--- config.mk ---
export PLATFORM = sky130hd
export DESIGN_NAME = bag_randomizer
export DESIGN_NICKNAME = d
export VERILOG_FILES = /design/src/rtl/tetris_pkg.sv /design/src/rtl/lfsr_n.sv /design/src/rtl/bag_randomizer.sv
export SDC_FILE = /design/constraint.sdc
export NUM_CORES = 1
export LEC_CHECK = 0
export ABC_AREA = 0
export CAP_MARGIN = 20
export CELL_PAD_IN_SITES_DETAIL_PLACEMENT = 2
export CELL_PAD_IN_SITES_GLOBAL_PLACEMENT = 2
export CORE_MARGIN = 2
export CORE_UTILIZATION = 32
export DETAILED_ROUTE_END_ITERATION = 7
export PLACE_DENSITY_LB_ADDON = 0.1
export SLEW_MARGIN = 20
export SYNTH_ARGS = -nofsm -noshare
export SYNTH_HDL_FRONTEND = slang
export SYNTH_HIERARCHICAL = 1
export SYNTH_SLANG_ARGS = --single-unit
--- constraint.sdc ---
create_clock -name clk -period 11.8 [get_ports clk]
set_input_delay 2.36 -clock clk [delete_from_list [all_inputs] [get_ports clk]]
set_output_delay 2.36 -clock clk [all_outputs]
set_load 0.03 [all_outputs]
--- src/rtl/tetris_pkg.sv ---
// Shared piece definitions and LFSR tap selection for the piece generators.
package tetris_pkg;

  localparam int NUM_PIECE_TYPES = 7;
  localparam int PIECE_ID_W      = 3;

  typedef logic [PIECE_ID_W-1:0] piece_t;

  // Piece identities as produced by the generator.
  localparam piece_t I = 3'd0;
  localparam piece_t O = 3'd1;
  localparam piece_t T = 3'd2;
  localparam piece_t S = 3'd3;
  localparam piece_t Z = 3'd4;
  localparam piece_t J = 3'd5;
  localparam piece_t L = 3'd6;

  // Feedback mask for a right-shifting Fibonacci LFSR; bit k of the mask is
  // the state bit (width - tap) for the classic tap list of each width.
  function automatic logic [31:0] lfsr_taps(input int width);
    case (width)
      8:       return 32'h0000_001D;  // taps 8,6,5,4
      16:      return 32'h0000_002D;  // taps 16,14,13,11
      24:      return 32'h0000_0087;  // taps 24,23,22,17
      32:      return 32'hC000_0401;  // taps 32,22,2,1
      default: return 32'h0000_002D;
    endcase
  endfunction

endpackage

--- src/rtl/lfsr_n.sv ---
// Right-shifting Fibonacci LFSR with synchronous load. A zero load value is
// replaced by SEED so the register can never enter the all-zero lock-up state.
module lfsr_n #(
  parameter int           W    = 16,
  parameter logic [W-1:0] SEED = 16'hACE1,
  parameter logic [W-1:0] TAPS = 16'h002D
) (
  input  logic         clk,
  input  logic         nreset,
  input  logic         load,
  input  logic [W-1:0] load_value,
  output logic [W-1:0] state
);

  // Shift toward the LSB every cycle; feedback enters at the MSB.
  always_ff @(posedge clk or negedge nreset) begin
    if (!nreset) begin
      state <= SEED;
    end else if (load) begin
      state <= (load_value == '0) ? SEED : load_value;
    end else begin
      state <= {^(state & TAPS), state[W-1:1]};
    end
  end

endmodule

--- src/rtl/bag_randomizer.sv ---
// Bag-rule piece generator with a ready/pop queue and a lookahead preview.
// Each draw folds the low LFSR bits into a candidate type; in bag mode the
// first unused type at or after the candidate (wrapping) is taken instead.
module bag_randomizer
  import tetris_pkg::*;
#(
  parameter int                NUM_TYPES = NUM_PIECE_TYPES,
  parameter int                PIECE_W   = PIECE_ID_W,
  parameter int                PREVIEW   = 3,
  parameter int                LFSR_W    = 16,
  parameter logic [LFSR_W-1:0] SEED      = 16'hACE1
) (
  input  logic                         clk,
  input  logic                         nreset,
  input  logic                         seed_load,
  input  logic [LFSR_W-1:0]            seed,
  input  logic                         bag_mode,
  input  logic                         pop,
  output logic                         valid,
  output logic [PIECE_W-1:0]           next_piece,
  output logic [PREVIEW*PIECE_W-1:0]   preview,
  output logic [7:0]                   bag_count
);

  localparam int DEPTH = PREVIEW + 1;
  localparam int OCC_W = $clog2(DEPTH + 1);
  localparam int EXT_W = PIECE_W + 1;

  localparam logic [EXT_W-1:0]     NT_EXT    = EXT_W'(NUM_TYPES);
  localparam logic [OCC_W-1:0]     DEPTH_OCC = OCC_W'(DEPTH);
  localparam logic [NUM_TYPES-1:0] ALL_USED  = '1;
  localparam logic [LFSR_W-1:0]    TAPS      = LFSR_W'(lfsr_taps(LFSR_W));

  logic [LFSR_W-1:0]              lfsr_state;
  logic [DEPTH-1:0][PIECE_W-1:0]  queue;
  logic [OCC_W-1:0]               occupancy;
  logic [NUM_TYPES-1:0]           used;
  logic [NUM_TYPES-1:0]           used_next;
  logic [EXT_W-1:0]               cand_ext;
  logic [EXT_W-1:0]               scan_best;
  logic [EXT_W-1:0]               scan_dist;
  logic [EXT_W-1:0]               scan_t;
  logic [PIECE_W-1:0]             cand;
  logic [PIECE_W-1:0]             bag_pick;
  logic [PIECE_W-1:0]             draw;
  logic                           room;
  logic                           pop_ok;
  logic                           append;
  logic                           bag_done;

  lfsr_n #(
    .W    (LFSR_W),
    .SEED (SEED),
    .TAPS (TAPS)
  ) u_lfsr (
    .clk        (clk),
    .nreset     (nreset),
    .load       (seed_load),
    .load_value (seed),
    .state      (lfsr_state)
  );

  // Fold the raw slice into 0..NUM_TYPES-1; one subtraction is enough
  // because the raw range is less than twice the type count.
  always_comb begin
    cand_ext = {1'b0, lfsr_state[PIECE_W-1:0]};
    if (cand_ext >= NT_EXT) begin
      cand_ext = cand_ext - NT_EXT;
    end
  end

  assign cand = cand_ext[PIECE_W-1:0];

  // Bag pick: the unused type with the smallest forward distance from cand.
  // The mask is cleared as soon as it fills, so some type is always free.
  always_comb begin
    scan_best = NT_EXT;
    scan_dist = '0;
    scan_t    = '0;
    bag_pick  = cand;
    for (int t = 0; t < NUM_TYPES; t++) begin
      scan_t = EXT_W'(t);
      if (scan_t >= cand_ext) begin
        scan_dist = scan_t - cand_ext;
      end else begin
        scan_dist = scan_t + NT_EXT - cand_ext;
      end
      if (!used[t] && (scan_dist < scan_best)) begin
        scan_best = scan_dist;
        bag_pick  = scan_t[PIECE_W-1:0];
      end
    end
  end

  assign draw   = bag_mode ? bag_pick : cand;
  assign valid  = (occupancy == DEPTH_OCC);
  assign room   = (occupancy < DEPTH_OCC);
  assign pop_ok = pop && valid;
  assign append = room || pop_ok;

  // Mark the appended type; a full mask wraps to empty and closes the bag.
  always_comb begin
    used_next = used;
    bag_done  = 1'b0;
    if (append && bag_mode) begin
      used_next = used | (NUM_TYPES'(1) << draw);
      if (used_next == ALL_USED) begin
        used_next = '0;
        bag_done  = 1'b1;
      end
    end
  end

  // Queue: shift-and-append on pop, otherwise fill the first empty slot.
  always_ff @(posedge clk or negedge nreset) begin
    if (!nreset) begin
      queue     <= '0;
      occupancy <= '0;
    end else if (seed_load) begin
      queue     <= '0;
      occupancy <= '0;
    end else if (pop_ok) begin
      queue <= {draw, queue[DEPTH-1:1]};
    end else if (room) begin
      for (int i = 0; i < DEPTH; i++) begin
        if (occupancy == OCC_W'(i)) begin
          queue[i] <= draw;
        end
      end
      occupancy <= occupancy + 1'b1;
    end
  end

  // Bag bookkeeping; a reseed discards the partial bag but keeps the count.
  always_ff @(posedge clk or negedge nreset) begin
    if (!nreset) begin
      used      <= '0;
      bag_count <= '0;
    end else if (seed_load) begin
      used <= '0;
    end else begin
      used      <= used_next;
      bag_count <= bag_count + {7'd0, bag_done};
    end
  end

  assign next_piece = queue[0];
  assign preview    = queue[DEPTH-1:1];

  // Reset, load and zero-seed substitution together keep the LFSR off zero.
  a_lfsr_nonzero: assert property (@(posedge clk) disable iff (!nreset) lfsr_state != '0);

endmodule

### Word level (Yosys, flattened, before mapping)

Cells that the tools add are included.

* register bits after elaboration: 46
* input port bits: 21
* output and inout bits: 21
* word-level logic and storage cells: 120

* $add $sub $neg: 17
* $lt $le $gt $ge: 16
* eq/ne operators: 6
* shift-type cells: 1
* muxes and demuxes: 39
* bitwise logic cells: 1
* reductions and logical operators: 32

Operator list (count)
* $mux W4: 14
* $mux W3: 15
* $mux W12: 3
* $mux W16: 2
* $lt A4 B4 Y1: 6
* $sub A4 B4 Y4 const A: 6
* $mux W7: 3
* $logic_not A16 Y1: 1
* $reduce_xor A16 Y1: 1
* $sub A3 B4 Y4 const A: 4
* $reduce_bool A3 Y1: 5
* $ge A3 B4 Y1 const A: 3
* $reduce_and A2 Y1: 5
* $logic_and A1 B1 Y1: 9
* $add A8 B1 Y8: 1
* $ge A1 B4 Y1 const A: 2
* $ge A2 B4 Y1 const A: 2
* $sub A1 B4 Y4 const A: 2
* $sub A2 B4 Y4 const A: 2
* $eq A7 B7 Y1 const B: 1
* $logic_not A1 Y1: 7
* $or A7 B7 Y7: 1
* $shl A1 B3 Y7 const A: 1
* $eq A3 B2 Y1 const B: 2
* 12 further kinds: 14

### Longest topological paths before layout

* depth in word-level cells: 32
* gate-level depth with buffers: 71
* mapped depth without buffers: 67

### Cells and area by module

Netlist, hierarchy kept.

Modules (own cells, without submodules)
* bag_randomizer: times used 1, cells each 499, area an instance 3862.5 um^2, sequential area each 750.7 um^2
* lfsr_n: times used 1, cells each 42, area an instance 674.4 um^2, sequential area each 410.4 um^2

### Worst setup path after synthesis

OpenSTA, ideal clock, no wires.

* path type: register -> register
* from: reg u_lfsr.state[1]
* to: reg bag_count[7]
* setup time: 0.133 ns
* arrival time: 12.462 ns
* data required time: 11.667 ns
* setup slack: -0.794 ns
* cell stages (with the launch flop): 68
* path buffers: 5
* clock period less this slack: 12.594 ns
* path through: dfrtp_1 > ha_1 > buf_6 > nor2b_1 > clkbuf_1 > inv_1 > ha_1 > buf_2 > nor2_1 > a211oi_1 > a31oi_1 > a21oi_1 > o221ai_1 > ha_1 > o2111ai_1 > and2_1 > buf_2 > nand3_1 > [... 32 more ...] > a21o_1 > a2111oi_0 > and3_1 > nand2_1 > o211ai_1 > a2111oi_0 > a22o_1 > buf_2 > a21oi_2 > a21oi_1 > o21ai_1 > and2_1 > ha_1 > nand2_1 > nor2_1 > and4_1 > nand3_1 > xnor2_1

* word-level cells in the longest chain between the ends: 32
* elaborated cells on any way between the ends: 65
* classes of those cells: add/sub (16); order compare (15); eq/ne (1); shift (1); mux (24); bitwise (1); reduce/logical (7)

Ends and longest elaborated chain
* start, declared: line lfsr_n.sv:12 `output logic [W-1:0] state`
* start signal, assigned: line lfsr_n.sv:20 `state <= (load_value == '0) ? SEED : load_value;`
* start signal, assigned: line lfsr_n.sv:22 `state <= {^(state & TAPS), state[W-1:1]};`
* $sub A3 B3 Y4 / $ge A3 B3 Y1 (equally long branches): line bag_randomizer.sv:68, bag_randomizer.sv:67
* $mux W4 *: line bag_randomizer.sv:67 `if (cand_ext >= NT_EXT) begin`
* $sub A3 B4 Y4, or another cell as far along: line bag_randomizer.sv:86 `scan_dist = scan_t + NT_EXT - cand_ext;`
* $mux W4: line bag_randomizer.sv:83 `if (scan_t >= cand_ext) begin`
* $lt A4 B3 Y1: line bag_randomizer.sv:88 `if (!used[t] && (scan_dist < scan_best)) begin`
* $logic_and A1 B1 Y1: line bag_randomizer.sv:88
* $mux W4: line bag_randomizer.sv:88
* $lt A4 B4 Y1: line bag_randomizer.sv:88
* [... 16 more ...]
* $mux W3: line bag_randomizer.sv:88
* $mux W3 *: line bag_randomizer.sv:95 `assign draw = bag_mode ? bag_pick : cand;`
* $shl A1 B3 Y7 *: line bag_randomizer.sv:106 `used_next = used | (NUM_TYPES'(1) << draw);`
* $or A7 B7 Y7 *: line bag_randomizer.sv:106
* $eq A7 B7 Y1 *: line bag_randomizer.sv:107 `if (used_next == ALL_USED) begin`
* $mux W1 *: line bag_randomizer.sv:107
* $mux W1 *: line bag_randomizer.sv:105 `if (append && bag_mode) begin`
* $add A8 B1 Y8 *: line bag_randomizer.sv:143 `bag_count <= bag_count + {7'd0, bag_done};`
* end signal, assigned: line bag_randomizer.sv:143
* end, declared: line bag_randomizer.sv:22 `output logic [7:0] bag_count`

Every way passes the cells marked *; elsewhere a longest branch is shown, timed or not.
A chain may end at the register's enable or synchronous reset.

### Worst setup path after layout

* from: reg u_lfsr.state[0]
* to: reg bag_count[3]

The elaborated chain is that of the path after synthesis.

==> impl_metrics.csv <==
group,metric,value,unit
placed_design,dp_hpwl,13200,µm
critical_path,crit_path_max_incr_delay,0.56,ns
yosys,ys_ff_latch,46,
critical_path,reg2reg_to,"bag_count[3]",
global_route,grt_max_degree,47,
worst_hold_path,worstHoldStart,"u_lfsr/state[12]",
yosys,ys.flop_type,"dfrtp_1",
worst_hold_path,hold_class,"flop to flop",
critical_path,cp-end-kind,"flop",
sta,min_period_over_period,101,%
critical_path,crit_fanout,5,
critical_path,r2r-start,"u_lfsr/state[0]",
clock_network,numCtsBuffers,5,
yosys,postSynthCellCount,541,
sta,worstMarginPinSlew,1.06,ns
critical_path,arrival,12.13,ns
route,vias,4770,
critical_path,reg2reg_depth,66,
die,start_util,32.7,%
yosys,async_reset_ff_share,100,%
die,ios,42,
critical_path,startpoint_type,"flop",
route,via_per_inst,5.75,
yosys,syn_area,4540,µm²
clock_network,clk_path_buf_depth,2,
yosys,synth_top_cell_by_area,"dfrtp_1",
sta,clock.fmax,83.6,MHz
critical_path,crit_slowest_cell,"dfstp_2",
flow_run,maxCapViolCount,0,
sta,worst_slew_margin_rel,28.6,%
global_route,grt_pass1_wl,28600,µm
route,routedWlPerCell,22.3,µm
final_layout,drive_gt1_share,35.6,%
clock_network,clk_latency,0.30,ns
placed_design,place_congestion,0.876,
yosys,synth_common_cells,"nand2_1 (49), a21oi_1 (41), nor2_1 (40), dfrtp_1 (38), o21ai_0 (32)",
global_route,grt_pass1_vias,5279,
final_layout,final_nets,695,
yosys,synthTopCellsByArea,"dfrtp_1 (21%), ha_1 (7.2%), dfstp_2 (4.6%)",
final_layout,antennaDiodeCount,0,
yosys,syn_avg_cell_area,8.39,µm²
die,row_count,43,
clock_network,htree_levels,2,
critical_path,crit_top_cell,"buf_4",
die,dieArea,15100,µm²
run_status,violations,"negative setup slack",
yosys,synthesis.nets,588,
sta,min_period,11.96,ns
yosys,ys_seq_area_share,25.6,%
die,coreArea,13900,µm²
global_route,overflow,0,
worst_hold_path,worstHoldEndpoint,"u_lfsr/state[11]",
clock_network,cts_tree,"built",
critical_path,path_class,"flop to flop",
final_layout,area_growth,41.2,%
sta,drv_slew,0,
sta,rsz0062_at_grt,"yes",
route,first_iter_violations,160,
sta,setup_viol,5,
yosys,synth_edf_count,0,
run_status,status,"finished with violations",
route,first_pass_iters,5,
worst_hold_path,min_path_cells,1,
yosys,yosys_warnings,6,
clock_network,hold_buffers,0,
yosys,synthMostInstantiatedCell,"nand2_1",
die,fp.dieW,123,µm
die,dieHeight,123,µm
clock_network,cts_root_buf,"clkbuf_16",
clock_network,clk_pin_slew_worst_paths,0.07,ns
clock_network,cts.sinks,46,
critical_path,cp.required,11.97,ns
yosys,ys_types,88,
global_route,grt_usage,24.1,%
sta,setup_ws,-0.161,ns
sta,fin_skew,0.00956,ns
sta,fin_setup_tns,-0.638,ns
critical_path,rrSetupSlack,-0.16,ns
route,route.detailed.drc,0,
route,detail-route-antenna-nets,0,
global_route,grt_antenna_before_repair,0,
yosys,synth_top_area_share,21.0,%
placed_design,numPortBuffers,41,
sta,hold_violations,0,
route,finalWirelength,18500,µm
-- critical path: cells and delay by family, from the launching register on --
family | cells | cell delay, ns
AO/OA/AOI/OAI | 31 | 5.64
XOR/XNOR | 2 | 0.32
adder cells (fa/ha/maj) | 8 | 2.04
buffers and inverters | 12 | 1.39
flip-flops | 1 | 0.56
AND/OR/NAND/NOR | 13 | 1.89
-- per-layer routing --
metal / GRT usage, % / up-vias / wire length, µm / part of all wire, %
li1: - / 2258 / - / -
met4: 7.17 / 0 / 385 / 2.1
met3: 2.35 / 23 / 258 / 1.4
met5: 0 / - / 0 / 0
met1: 30.0 / 2429 / 8120 / 44
met2: 43.8 / 60 / 9720 / 53
-- stage by stage --
stage,area [µm²],setup WS [ns],utilization [%],std cells,hold WS (ns)
detailed placement,5500,-0.857,39.6,785,0.466
floorplan,4660,0.0348,-,541,0.450
global route,6410,-0.750,46.2,829,0.509
CTS,5990,0.00694,43.1,816,0.486
finish,6410,-0.161,46.2,829,0.483
global placement,5500,-0.382,39.6,785,0.457
-- registers in the layout, indices dropped and copies added, names as in the netlist --
name,cells
next_piece,3
preview,9
used,7
occupancy,3
u_lfsr/state,16
bag_count,8
-- cells by family (layout without fill, tap and decap cells) --
family / count (synthesis) / in the layout / share of synthesized area, %
xor gates and xnor gates: 22 / 22 / 4.25
muxes: 20 / 20 / 4.80
AOI/OAI and AO/OA: 206 / 206 / 33.7
and+or+nand+nor: 176 / 176 / 20.1
adders and majority gates: 26 / 26 / 7.17
other: 1 / 1 / 0.0827
DFF: 46 / 46 / 25.6
buffers and inverters: 44 / 152 / 4.38
-- cell usage in the layout (no fill, tap or decap), types with 8 or more instances in the layout --
cell type,instances
nand3_1,12
nor2_1,31
a31oi_1,10
and3_1,8
a211oi_1,18
dfrtp_1,38
nand2_1,45
buf_4,79
dfstp_2,8
xnor2_1,12
mux2_2,13
a21oi_1,37
o21ai_0,31
clkdlybuf4s50_1,40
inv_1,16
o211ai_1,8
ha_1,15
-- worst max path at each step --
stage / start / end / slack (ns) / cells past startpoint
CTS: u_lfsr/state[0] / bag_count[7] / 0.007 / 63
global placement: u_lfsr/state[0] / bag_count[7] / -0.38 / 64
floorplan: u_lfsr/state[0] / bag_count[7] / 0.03 / 65
detailed placement: u_lfsr/state[0] / bag_count[7] / -0.86 / 65
finish: u_lfsr/state[0] / bag_count[3] / -0.16 / 66
global route: u_lfsr/state[0] / bag_count[3] / -0.75 / 67
-- area by class of cell --
| class | count | area (µm²) |
|---|---|---|
| clock buffers | 5 | 125 |
| clock inverters | 3 | 21.3 |
| inverters | 21 | 81.3 |
| flip-flops and latches | 46 | 1160 |
| repair buffers | 123 | 1050 |
| fillers | 1512 | 7470 |
| multi-input cells | 451 | 3740 |
| well taps | 180 | 225 |
-- repair_timing --
item | 4_1_cts | 5_1_grt
pin swaps | 28 | 42
gates cloned | 0 | 0
setup buffers | 23 | 13
resized for setup | 36 | 61
endpoints found under the setup margin | 15 | 24
Power is not shown: default switching activity piles up to over one toggle a cycle in this logic, so the estimate is an artifact.
